### config.mk
export PLATFORM = sky130hd
export DESIGN_NAME = video_cfg_sequencer
export DESIGN_NICKNAME = d
export VERILOG_FILES = /design/src/rtl/video_cfg_pkg.sv /design/src/rtl/video_cfg_debounce.sv /design/src/rtl/video_cfg_sequencer.sv
export SDC_FILE = /design/constraint.sdc
export NUM_CORES = 1
export LEC_CHECK = 0
export ABC_AREA = 1
export BUFFER_PORTS_ARGS = -buffer_cell sky130_fd_sc_hd__clkbuf_2
export CORE_AREA = 2 2 71 73
export DETAILED_ROUTE_END_ITERATION = 16
export DIE_AREA = 0 0 73 75
export GPL_TIMING_DRIVEN = 0
export HOLD_SLACK_MARGIN = 0.02
export PLACE_DENSITY = 0.89
export SETUP_SLACK_MARGIN = 0.15
export SYNTH_ARGS = -nofsm -noshare
export SYNTH_HDL_FRONTEND = slang
export SYNTH_SLANG_ARGS = --single-unit
### constraint.sdc
create_clock -name sys_clk -period 1.85 [get_ports sys_clk]
set_input_delay 0.185 -clock sys_clk [delete_from_list [all_inputs] [get_ports sys_clk]]
set_output_delay 0.185 -clock sys_clk [all_outputs]
set_load 0.03 [all_outputs]
### src/rtl/video_cfg_pkg.sv
// Shared types and constants for the video configuration sequencer.
package video_cfg_pkg;

  localparam int CFG_DATA_W              = 32;
  localparam int DEBOUNCE_CYCLES_DEFAULT = 500000;

  typedef enum logic [2:0] {
    IDLE,
    LATCH,
    WRITE,
    GAP,
    DONE
  } cfg_state_t;

endpackage

### src/rtl/video_cfg_debounce.sv
// Two-flop synchronizer plus stable-level filter. A new level is accepted
// once the synchronized input has held still for CYCLES consecutive samples;
// fall_o pulses for one cycle on each accepted 1->0 transition.
module video_cfg_debounce
  import video_cfg_pkg::*;
#(
  parameter int               WIDTH   = 1,
  parameter int               CYCLES  = DEBOUNCE_CYCLES_DEFAULT,
  parameter logic [WIDTH-1:0] RST_VAL = '0
) (
  input  logic             clk_i,
  input  logic             rst_ni,
  input  logic [WIDTH-1:0] raw_i,
  output logic [WIDTH-1:0] level_o,
  output logic [WIDTH-1:0] fall_o
);

  localparam int             CNT_W    = (CYCLES > 1) ? $clog2(CYCLES) : 1;
  localparam logic [CNT_W-1:0] CNT_LAST = CNT_W'(CYCLES - 1);

  logic [WIDTH-1:0] s1_q, s2_q;
  logic [WIDTH-1:0] last_q;
  logic [CNT_W-1:0] cnt_q, cnt_d;
  logic [WIDTH-1:0] level_q, level_d;
  logic [WIDTH-1:0] fall_q, fall_d;
  logic             stable;
  logic             accept;

  // Synchronizer flops are left unreset so they track the pin while reset
  // is held; the filter state below starts from RST_VAL.
  always_ff @(posedge clk_i) begin
    s1_q <= raw_i;
    s2_q <= s1_q;
  end

  // Stability counter: reloads on any change, saturates at CNT_LAST.
  always_comb begin
    stable  = (s2_q == last_q);
    accept  = stable && (cnt_q == CNT_LAST) && (s2_q != level_q);
    cnt_d   = cnt_q;
    if (!stable) begin
      cnt_d = '0;
    end else if (cnt_q != CNT_LAST) begin
      cnt_d = cnt_q + CNT_W'(1);
    end
    level_d = accept ? s2_q : level_q;
    fall_d  = accept ? (level_q & ~s2_q) : '0;
  end

  // Filter state registers.
  always_ff @(posedge clk_i or negedge rst_ni) begin
    if (!rst_ni) begin
      last_q  <= RST_VAL;
      cnt_q   <= '0;
      level_q <= RST_VAL;
      fall_q  <= '0;
    end else begin
      last_q  <= s2_q;
      cnt_q   <= cnt_d;
      level_q <= level_d;
      fall_q  <= fall_d;
    end
  end

  assign level_o = level_q;
  assign fall_o  = fall_q;

endmodule

### src/rtl/video_cfg_sequencer.sv
// Snapshots the bypass switches and writes one daisy-chain core per slot over
// a shared Avalon-MM address/writedata bus with one-hot write strobes.
// Optional feature macro: VIDEO_CFG_AUTO_APPLY_EN (debounced switch changes
// start a sequence without the key).
//
// Handshake: the cores have no waitrequest, so every asserted cfg_write bit
// is a completed write in that cycle; busy covers LATCH..DONE and done
// pulses for one cycle at the end of a sequence.
module video_cfg_sequencer
  import video_cfg_pkg::*;
#(
  parameter int NUM_CORES       = 4,
  parameter int DEBOUNCE_CYCLES = DEBOUNCE_CYCLES_DEFAULT,
  parameter int GAP_CYCLES      = 4,
  parameter int CFG_ADDR        = 0
) (
  input  logic                  sys_clk,
  input  logic                  sys_rst_n,
  input  logic [NUM_CORES-1:0]  sw_bypass,
  input  logic                  key_apply_n,
  output logic                  cfg_address,
  output logic [CFG_DATA_W-1:0] cfg_writedata,
  output logic [NUM_CORES-1:0]  cfg_write,
  output logic                  busy,
  output logic                  done
);

  localparam int               IDX_W    = (NUM_CORES > 1) ? $clog2(NUM_CORES) : 1;
  localparam logic [IDX_W-1:0] IDX_LAST = IDX_W'(NUM_CORES - 1);
  localparam int               GAP_W    = (GAP_CYCLES > 1) ? $clog2(GAP_CYCLES) : 1;
  localparam logic [GAP_W-1:0] GAP_LAST = GAP_W'((GAP_CYCLES > 0) ? GAP_CYCLES - 1 : 0);

  cfg_state_t            state_q, state_d;
  logic [IDX_W-1:0]      idx_q, idx_d;
  logic [GAP_W-1:0]      gap_q, gap_d;
  logic [NUM_CORES-1:0]  snapshot_q, snapshot_d;
  logic                  pending_q, pending_d;
  logic [NUM_CORES-1:0]  sw_s1_q, sw_s2_q;
  logic [NUM_CORES-1:0]  cfg_write_q, cfg_write_d;
  logic [CFG_DATA_W-1:0] cfg_wdata_q, cfg_wdata_d;
  logic                  cfg_addr_q, cfg_addr_d;
  logic                  busy_q, busy_d;
  logic                  done_q, done_d;
  logic                  key_level;
  logic                  key_fall;
  logic                  press_evt;
  logic                  auto_evt;
  logic                  leave_idle;
  logic                  slot_end;

  // Key filter: idle level is released (high).
  video_cfg_debounce #(
    .WIDTH   (1),
    .CYCLES  (DEBOUNCE_CYCLES),
    .RST_VAL (1'b1)
  ) u_key_db (
    .clk_i   (sys_clk),
    .rst_ni  (sys_rst_n),
    .raw_i   (key_apply_n),
    .level_o (key_level),
    .fall_o  (key_fall)
  );

  // An accepted fall always leaves the filtered level low.
  assign press_evt = key_fall && !key_level;

`ifdef VIDEO_CFG_AUTO_APPLY_EN
  logic [NUM_CORES-1:0] sw_level;
  logic [NUM_CORES-1:0] sw_fall;

  video_cfg_debounce #(
    .WIDTH   (NUM_CORES),
    .CYCLES  (DEBOUNCE_CYCLES),
    .RST_VAL ('0)
  ) u_sw_db (
    .clk_i   (sys_clk),
    .rst_ni  (sys_rst_n),
    .raw_i   (sw_bypass),
    .level_o (sw_level),
    .fall_o  (sw_fall)
  );

  // Only compared while idle, so changes during a sequence wait for IDLE.
  assign auto_evt = (sw_level != snapshot_q) || (|(sw_fall & snapshot_q));
`else
  assign auto_evt = 1'b0;
`endif

  // Switch synchronizer feeding the snapshot; unreset so it is already
  // valid when reset releases and the power-up sequence latches it.
  always_ff @(posedge sys_clk) begin
    sw_s1_q <= sw_bypass;
    sw_s2_q <= sw_s1_q;
  end

  // Next-state logic for the write sequencer.
  always_comb begin
    state_d    = state_q;
    idx_d      = idx_q;
    gap_d      = gap_q;
    snapshot_d = snapshot_q;
    leave_idle = 1'b0;
    slot_end   = 1'b0;
    case (state_q)
      IDLE: begin
        if (pending_q || press_evt || auto_evt) begin
          state_d    = LATCH;
          leave_idle = 1'b1;
        end
      end
      LATCH: begin
        snapshot_d = sw_s2_q;
        idx_d      = '0;
        state_d    = WRITE;
      end
      WRITE: begin
        gap_d = '0;
        if (GAP_CYCLES > 0) begin
          state_d = GAP;
        end else begin
          slot_end = 1'b1;
        end
      end
      GAP: begin
        if (gap_q == GAP_LAST) begin
          slot_end = 1'b1;
        end else begin
          gap_d = gap_q + GAP_W'(1);
        end
      end
      DONE: begin
        state_d = IDLE;
      end
      default: begin
        state_d = IDLE;
      end
    endcase
    // End of a write slot: finish after the last core, else advance.
    if (slot_end) begin
      if (idx_q == IDX_LAST) begin
        state_d = DONE;
      end else begin
        idx_d   = idx_q + IDX_W'(1);
        state_d = WRITE;
      end
    end
    // Presses while busy collapse into one follow-up request.
    pending_d = leave_idle ? 1'b0 : (pending_q || press_evt);
  end

  // Outputs are registered from next state so they line up with state_q.
  always_comb begin
    cfg_write_d = '0;
    cfg_wdata_d = '0;
    cfg_addr_d  = 1'b0;
    if (state_d == WRITE) begin
      cfg_write_d = NUM_CORES'(1) << idx_d;
      cfg_wdata_d = {{(CFG_DATA_W-1){1'b0}}, snapshot_d[idx_d]};
      cfg_addr_d  = 1'(CFG_ADDR);
    end
    busy_d = (state_d != IDLE);
    done_d = (state_d == DONE);
  end

  // State and output registers; pending resets high to align cores at power-up.
  always_ff @(posedge sys_clk or negedge sys_rst_n) begin
    if (!sys_rst_n) begin
      state_q     <= IDLE;
      idx_q       <= '0;
      gap_q       <= '0;
      snapshot_q  <= '0;
      pending_q   <= 1'b1;
      cfg_write_q <= '0;
      cfg_wdata_q <= '0;
      cfg_addr_q  <= 1'b0;
      busy_q      <= 1'b0;
      done_q      <= 1'b0;
    end else begin
      state_q     <= state_d;
      idx_q       <= idx_d;
      gap_q       <= gap_d;
      snapshot_q  <= snapshot_d;
      pending_q   <= pending_d;
      cfg_write_q <= cfg_write_d;
      cfg_wdata_q <= cfg_wdata_d;
      cfg_addr_q  <= cfg_addr_d;
      busy_q      <= busy_d;
      done_q      <= done_d;
    end
  end

  assign cfg_write     = cfg_write_q;
  assign cfg_writedata = cfg_wdata_q;
  assign cfg_address   = cfg_addr_q;
  assign busy          = busy_q;
  assign done          = done_q;

endmodule

==> metrics.md, run 1 <==
| Metric | Value |
|---|---|
| Post-placement cell count | 385 |
| Lkg Pwr | 1.51 nW |
| Final WS setup | 0.294 ns |
| DRC viols | 0 |
| DRC violation total after the first TritonRoute iteration | 132 |
| Largest family of logic cells by synthesized area | simple AND/OR/NAND/NOR gates |
| Logic pwr share | 10.5% |
| Hold Path Class | primary input to asynchronous set/reset pin |
| CTS tree | yes |
| Flop pwr share | 52.9% |
| Antenna-violating nets left | 0 |
| Peak fanout along the critical path | 5 |
| Worst-case hold slack | 0.0325 ns |
| # clock sinks | 51 |
| Post-route cell area | 2960 sq um |
| Period utilization | 84.1% |
| Yosys warns | 0 |
| Mapped Area | 2530 sq um |
| Ant diodes | 0 |
| FF-to-FF Start | u_key_db.cnt_q[1] |
| Ordered cell list for the critical path | ha_2 -> nand3_2 -> nor3_2 -> nand2_2 -> inv_2 -> nand2_1 -> o21ai_0 -> a21oi_1 |
| Cell count after synthesis | 287 |
| Fillers | 394 |
| Worst path required time | 2.05 ns |
| Clock network power share | 36.7% |
| Overall Global Routing Usage | 16.7% |
| Grt ovf | 0 |
| IO Pins | 46 |
| Chip Width | 73 um |
| Vias in the first global route | 1724 |
| Initial antenna violation count | 0 |
| MaxCap Viol Count | 0 |
| Post-synth cell types | 34 |
| IO Port Bufs | 13 |
| First-pass GRT wire length | 7140 um |
| Avg WL per Cell | 10.8 um |
| Pin count of the biggest net entering global routing | 42 |
| Crit path capture type | flop |
| Post-synth top area share | 37.6% |
| # setup viols final | 0 |
| Dpl cell area | 2780 sq um |
| PD cells | 735 nW/um^2 |
| Row count | 25 |
| Max clock buf depth | 2 |
| Adder-cell share of the synthesized area | 2.47% |
| Least-Margin Pin Slew | 1.00 ns |
| Time the worst path needs with I/O delays and setup | 1.56 ns |
| Die Area | 5480 sq um |
| Status | finished, final reports clean |
| Leading area contributor after synthesis | dfrtp_1 |
| Worst Path Arrival | 1.75 ns |
| Clock transition at path regs | 0.09 ns |
| Synth Area in Simple Gates | 27.4% |
| Reg-to-reg slack, setup | 0.29 ns |
| Share of cells above drive strength 1 | 25.0% |
| Mux cell area share after synthesis | 0% |
| Buf+Inv Stages, Crit Path | 1 |
| Top cells by area, synth | dfrtp_1 38%, buf_4 9.5%, nand2_1 8.5% |
| Root Buffer Master | clkbuf_8 |
| Slew Viols, Final | 0 |
| Worst skew pair latency | 0.30 ns |
| Yosys reg bits | 51 |
| HPWL after DPL | 3260 um |
| CTS H-tree depth | 2 |
| Compound-cell area share of the yosys netlist | 5.49% |
| Die Y | 75 um |
| Initial Util | 54.3% |
| Post-Route WL | 4320 um |
| Synth Area in XOR/XNOR | 1.34% |
| First-pass detailed-route iteration total | 4 |
| Setup TNS | 0 ns |
| RR Endpoint | u_key_db.cnt_q[16] |
| Slew margin rel. | 33.1% |
| Register area share after synthesis | 48.6% |
| Detailed-route via count | 1893 |
| Final Wtd Congestion | 0.934 |
| CP top delay family | simple AND/OR/NAND/NOR gates |
| Post-place setup slack | 0.285 ns |
| Core area | 4660 sq um |
| WS Path Type | flop to flop |
| P_int | 1.64 mW |
| FF-to-FF path depth | 8 |
| Net Sw Frac | 24.5% |
| Mapped Avg Cell Area | 8.81 sq um |
| Max Freq | 0.643 GHz |
| Sw power | 0.532 mW |
| Vias/cell | 4.76 |
| Crit path largest cell delay | 0.39 ns |
| Area grow syn2layout | 16.9% |
| Clk_skew | 0.00772 ns |
| Total CTS buffers | 5 |
| Slowest CP cell | dfrtp_1 |
| Final Hold Fails | 0 |
| Worst vdd ir | 0.000528 V |
| Startpoint Class | flop |
| RSZ-0062 raised after global routing | false |
| Non-filler cells, final | 398 |
| Final #Nets | 355 |
## cell usage after synthesis, drive strengths merged
library cell  number
buf               33
o21ai             13
o41ai              1
nand2             64
inv               30
nor3              11
dfrtp             38
nand3             20
a21oi             10
nand4             10
nor4               1
or2                1
o31ai              1
dfxtp             10
xor2               2
xnor2              1
nor3b              1
dfstp              3
nor2              28
a21o               1
ha                 5
clkinv             2
conb               1
## placed cells by master, fill, tap and decap left out, types with 2 or more instances in the layout
master,Yosys,final
nor2_4,3,3
inv_1,28,28
xor2_1,2,2
dfxtp_1,10,10
dlygate4sd3_1,0,5
clkbuf_16,0,2
nand4_2,2,2
nor3_1,9,9
nor2_2,3,3
conb_1,1,32
dfstp_2,3,3
buf_4,32,32
inv_2,2,2
nand3_2,5,5
ha_1,5,4
clkbuf_2,0,13
nand2_2,7,7
nor2_1,22,22
nand3_1,15,15
dfrtp_1,38,38
a21oi_1,10,10
o21ai_0,12,12
nor3_2,2,2
nand2_1,57,57
clkbuf_8,0,5
nand4_1,7,7
## routing by layer
layer / track usage, % / share of wire [%]
met5: 0 / 0
met4: 5.35 / 0.88
met3: 4.15 / 3.9
met2: 31.5 / 54
met1: 18.3 / 41
## worst max-delay path by stage
stage | from | endpoint | slack [ns] | cells past startpoint
floorplan | u_key_db.cnt_q[1] | u_key_db.cnt_q[16] | 0.49 | 8
global route | u_key_db.cnt_q[1] | u_key_db.cnt_q[12] | 0.18 | 9
CTS | u_key_db.cnt_q[1] | u_key_db.cnt_q[16] | 0.26 | 8
global placement | u_key_db.cnt_q[1] | u_key_db.cnt_q[16] | 0.31 | 8
finish | u_key_db.cnt_q[1] | u_key_db.cnt_q[16] | 0.29 | 8
detailed placement | u_key_db.cnt_q[1] | u_key_db.cnt_q[16] | 0.29 | 8
## state kept, by name, indices dropped and copies added (netlist names)
register	flops
gap_q	2
u_key_db.fall_o	1
snapshot_q	4
idx_q	2
u_key_db.last_q	1
u_key_db.level_o	1
u_key_db.s1_q	1
busy	1
cfg_write	4
done	1
sw_s1_q	4
pending_q	1
u_key_db.cnt_q	19
u_key_db.s2_q	1
state_q	3
sw_s2_q	4
cfg_writedata	1
## worst register-to-register path, cell delays in order, from the launching register on
cell and delay (ns):
dfrtp_1 0.39, ha_2 0.24, nand3_2 0.14, nor3_2 0.19
nand2_2 0.11, inv_2 0.11, nand2_1 0.07, o21ai_0 0.14
a21oi_1 0.06
## logic make-up (layout without fill, tap and decap cells)
kind of cell             count (synthesis)  in the layout
AO/OA/AOI/OAI                           26             26
XOR/XNOR                                 3              3
adder cells (fa/ha/maj)                  5              5
buffers and inverters                   65             91
flip-flops                              51             51
other                                    1             32
AND/OR/NAND/NOR                        136            136
## cell type report
cell class                      instances  area (sq um)  share of cell area (%)
Timing Repair Buffer                   18           115                    3.89
Clock inverter                          1          7.51                   0.254
Sequential cell                        51          1230                    41.6
Buffer                                 33           245                    8.29
Tap cell                               54          67.6                    2.29
Inverter                               32           121                    4.10
Multi-Input combinational cell        202          1050                    35.5
Clock buffer                            7           119                    4.02
## what timing repair did
item / CTS / global route
resized for setup: 0 / 1
setup buffers: 0 / 0
hold endpoints to repair: 5 / 0
endpoints found under the setup margin: 0 / 3
hold buffers: 5 / 0
## through the flow
stage,util (%),total power [mW]
detailed placement,59.6,1.39
global route,63.4,2.26
CTS,63.4,2.19
global placement,59.6,1.38
floorplan,-,1.35
finish,63.4,2.17
## power groups by stage
| stage | clock network [mW] | registers [mW] | logic, mW |
|---|---|---|---|
| floorplan | 0 | 1.17 | 0.181 |
| global placement | 0 | 1.17 | 0.213 |
| detailed placement | 0 | 1.17 | 0.217 |
| CTS | 0.819 | 1.15 | 0.225 |
| global route | 0.856 | 1.15 | 0.248 |
| finish | 0.797 | 1.15 | 0.228 |
Power figures use the tool's default switching activity.
==> inputs of run 2 (changes only) <==
clock period = 1.57 ns   (was 1.85 ns; I/O delays follow)
==> metrics.md, run 2 (synthesized netlist as in run 1, its figures left out) <==
| Metric | Value |
|---|---|
| Status | finished, final reports clean |
| Lkg Pwr | 1.65 nW (+8.9%) |
| Clock network power share | 36.0% (-0.7 points) |
| Final WS setup | 0.135 ns (-0.159 ns) |
| Slew Viols, Final | 0 (unchanged) |
| Startpoint Class | flop |
| P_int | 1.97 mW (+20%) |
| Root Buffer Master | clkbuf_8 |
| Sequential Area | 1230 sq um (+0.41%) |
| Final Hold Fails | 0 (unchanged) |
| Clk_skew | 0.00881 ns (+0.00109 ns) |
| Period utilization | 91.4% (+7.3 points) |
| Die Area | 5480 sq um (unchanged) |
| Ant diodes | 0 (unchanged) |
| Least-Margin Pin Slew | 1.01 ns (+0.00436 ns) |
| Logic pwr share | 12.2% (+1.7 points) |
| First-pass GRT wire length | 7530 um (+5.5%) |
| Initial Util | 54.3% (unchanged) |
| Worst skew pair latency | 0.31 ns (about the same) |
| Detailed-route via count | 2058 (+8.7%) |
| Post-place setup slack | 0.00547 ns (-0.280 ns) |
| Vias in the first global route | 1811 (+5.0%) |
| Flop pwr share | 51.9% (-1.0 points) |
| Slew margin rel. | 32.8% (-0.29 points) |
| # setup viols final | 0 (unchanged) |
| Grt ovf | 0 (unchanged) |
| Die Y | 75 um (unchanged) |
| Post-Route WL | 5260 um (+22%) |
| Share of cells above drive strength 1 | 35.9% (+11 points) |
| Hold Path Class | primary input to asynchronous set/reset pin |
| Clock transition at path regs | 0.10 ns (about the same) |
| Core area | 4660 sq um (unchanged) |
| WS Path Type | flop to flop |
| Fillers | 362 (-8.1%) |
| Crit. Startpoint | u_key_db.cnt_q[2] |
| Vias/cell | 4.91 (+3.3%) |
| CTS H-tree depth | 2 (unchanged) |
| Antenna-violating nets left | 0 (unchanged) |
| Net Sw Frac | 25.1% (+0.64 points) |
| Worst Path Arrival | 1.65 ns (-0.10 ns) |
| RSZ-0062 raised after global routing | true |
| IO Port Bufs | 13 (unchanged) |
| Avg WL per Cell | 12.5 um (+16%) |
| MaxCap Viol Count | 0 (unchanged) |
| Reg with most FFs | u_key_db.cnt_q |
| Final Wtd Congestion | 0.934 (unchanged) |
| Peak fanout along the critical path | 5 (unchanged) |
| Time the worst path needs with I/O delays and setup | 1.43 ns (-0.121 ns) |
| Chip Width | 73 um (unchanged) |
| Sw power | 0.659 mW (+24%) |
| Area grow syn2layout | 27.9% |
| DRC violation total after the first TritonRoute iteration | 107 (-19%) |
| Overall Global Routing Usage | 17.8% (+1.1 points) |
| IO Pins | 46 (unchanged) |
| Worst path required time | 1.78 ns (-0.27 ns) |
| Final #Nets | 376 (+5.9%) |
| Multi-input gate area | 1150 sq um (+9.9%) |
| Row count | 25 (unchanged) |
| PD cells | 812 nW/um^2 (+10%) |
| DRC viols | 0 (unchanged) |
| Initial antenna violation count | 0 (unchanged) |
| Setup TNS | 0 ns (unchanged) |
| Max clock buf depth | 2 (unchanged) |
| # clock sinks | 51 (unchanged) |
| HPWL after DPL | 3260 um (unchanged) |
| Pin count of the biggest net entering global routing | 42 (unchanged) |
| FF-to-FF Start | u_key_db.cnt_q[2] |
| First-pass detailed-route iteration total | 4 (unchanged) |
| CTS tree | yes |
| Max reg flops | 19 (unchanged) |
| Commonest cells after routing, fill and taps aside | 54 x nand2_1, 50 x buf_4, 34 x dfrtp_1 |
| Commonest non-fill, non-tap cell in the layout | nand2_1 |
| Crit path capture type | flop |
| Post-layout total power | 2.63 mW (+21%) |
| Total CTS buffers | 5 (unchanged) |
| Max Freq | 0.697 GHz (+8.4%) |
| Worst vdd ir | 0.000628 V (+19%) |
[run 2: layer usage]
layer  vias up  wire length (um)  global-route usage (%)
met1       953              1990                    19.3
li1       1012                 -                       -
met3        16               269                    4.28
met2        77              2880                    33.2
met4         0               125                    7.61
met5         -                 0                       0
[run 2: timing repair]
item                                    4_1_cts  5_1_grt
hold buffers                                  5        0
endpoints found under the setup margin       15       20
buffers inserted                              5       16
gates resized for setup                       9       29
hold endpoints to repair                      5        0
gates cloned                                  0        0
pin swaps                                     4       13
[run 2: path summary, 6_finish.rpt]
kind                                     endpoint  slack (ns)  cells past startpoint
worst max register to register  u_key_db.cnt_q[8]        0.14                      8
worst max-delay path            u_key_db.cnt_q[8]        0.14                      8
worst min register to register         sw_s2_q[1]        0.33                      0
worst min-delay path            u_key_db.cnt_q[5]       0.004                      1
max in group asynchronous              state_q[2]        0.88                      1
min in group sys_clk                   sw_s2_q[1]        0.33                      0
[run 2: power by group through the flow]
stage | combinational, mW | clock [mW] | sequential [mW]
3_5_place_dp | 0.255 | 0 | 1.38
3_3_place_gp | 0.251 | 0 | 1.38
5_1_grt | 0.345 | 1.01 | 1.37
6_report | 0.320 | 0.945 | 1.36
4_1_cts | 0.285 | 0.965 | 1.36
2_1_floorplan | 0.214 | 0 | 1.38
[run 2: critical path, cell delays in order (launching register included)]
cell     delay, ns
dfrtp_2       0.46
buf_4         0.16
nand3_4       0.10
nor3_4        0.05
nand2_2       0.09
inv_2         0.06
buf_4         0.13
buf_4         0.12
nor3_1        0.17
[run 2: area by class of cell]
cell class / instances / area share (%)
Sequential cell: 51 / 38.2
Multi-Input combinational cell: 202 / 35.7
Timing Repair Buffer: 39 / 8.78
Buffer: 33 / 7.58
Inverter: 32 / 3.75
Clock buffer: 7 / 3.68
Tap cell: 54 / 2.09
Clock inverter: 1 / 0.232
[run 2: stage by stage]
stage	utilization, %	hold WS, ns	instance area [sq um]	cells
6_report	69.4	0.00433	3230	419
3_5_place_dp	59.6	0.262	2780	385
2_1_floorplan	-	-0.139	2650	318
5_1_grt	69.4	0.0928	3230	419
3_3_place_gp	59.6	0.260	2780	385
4_1_cts	64.9	0.0346	3020	403
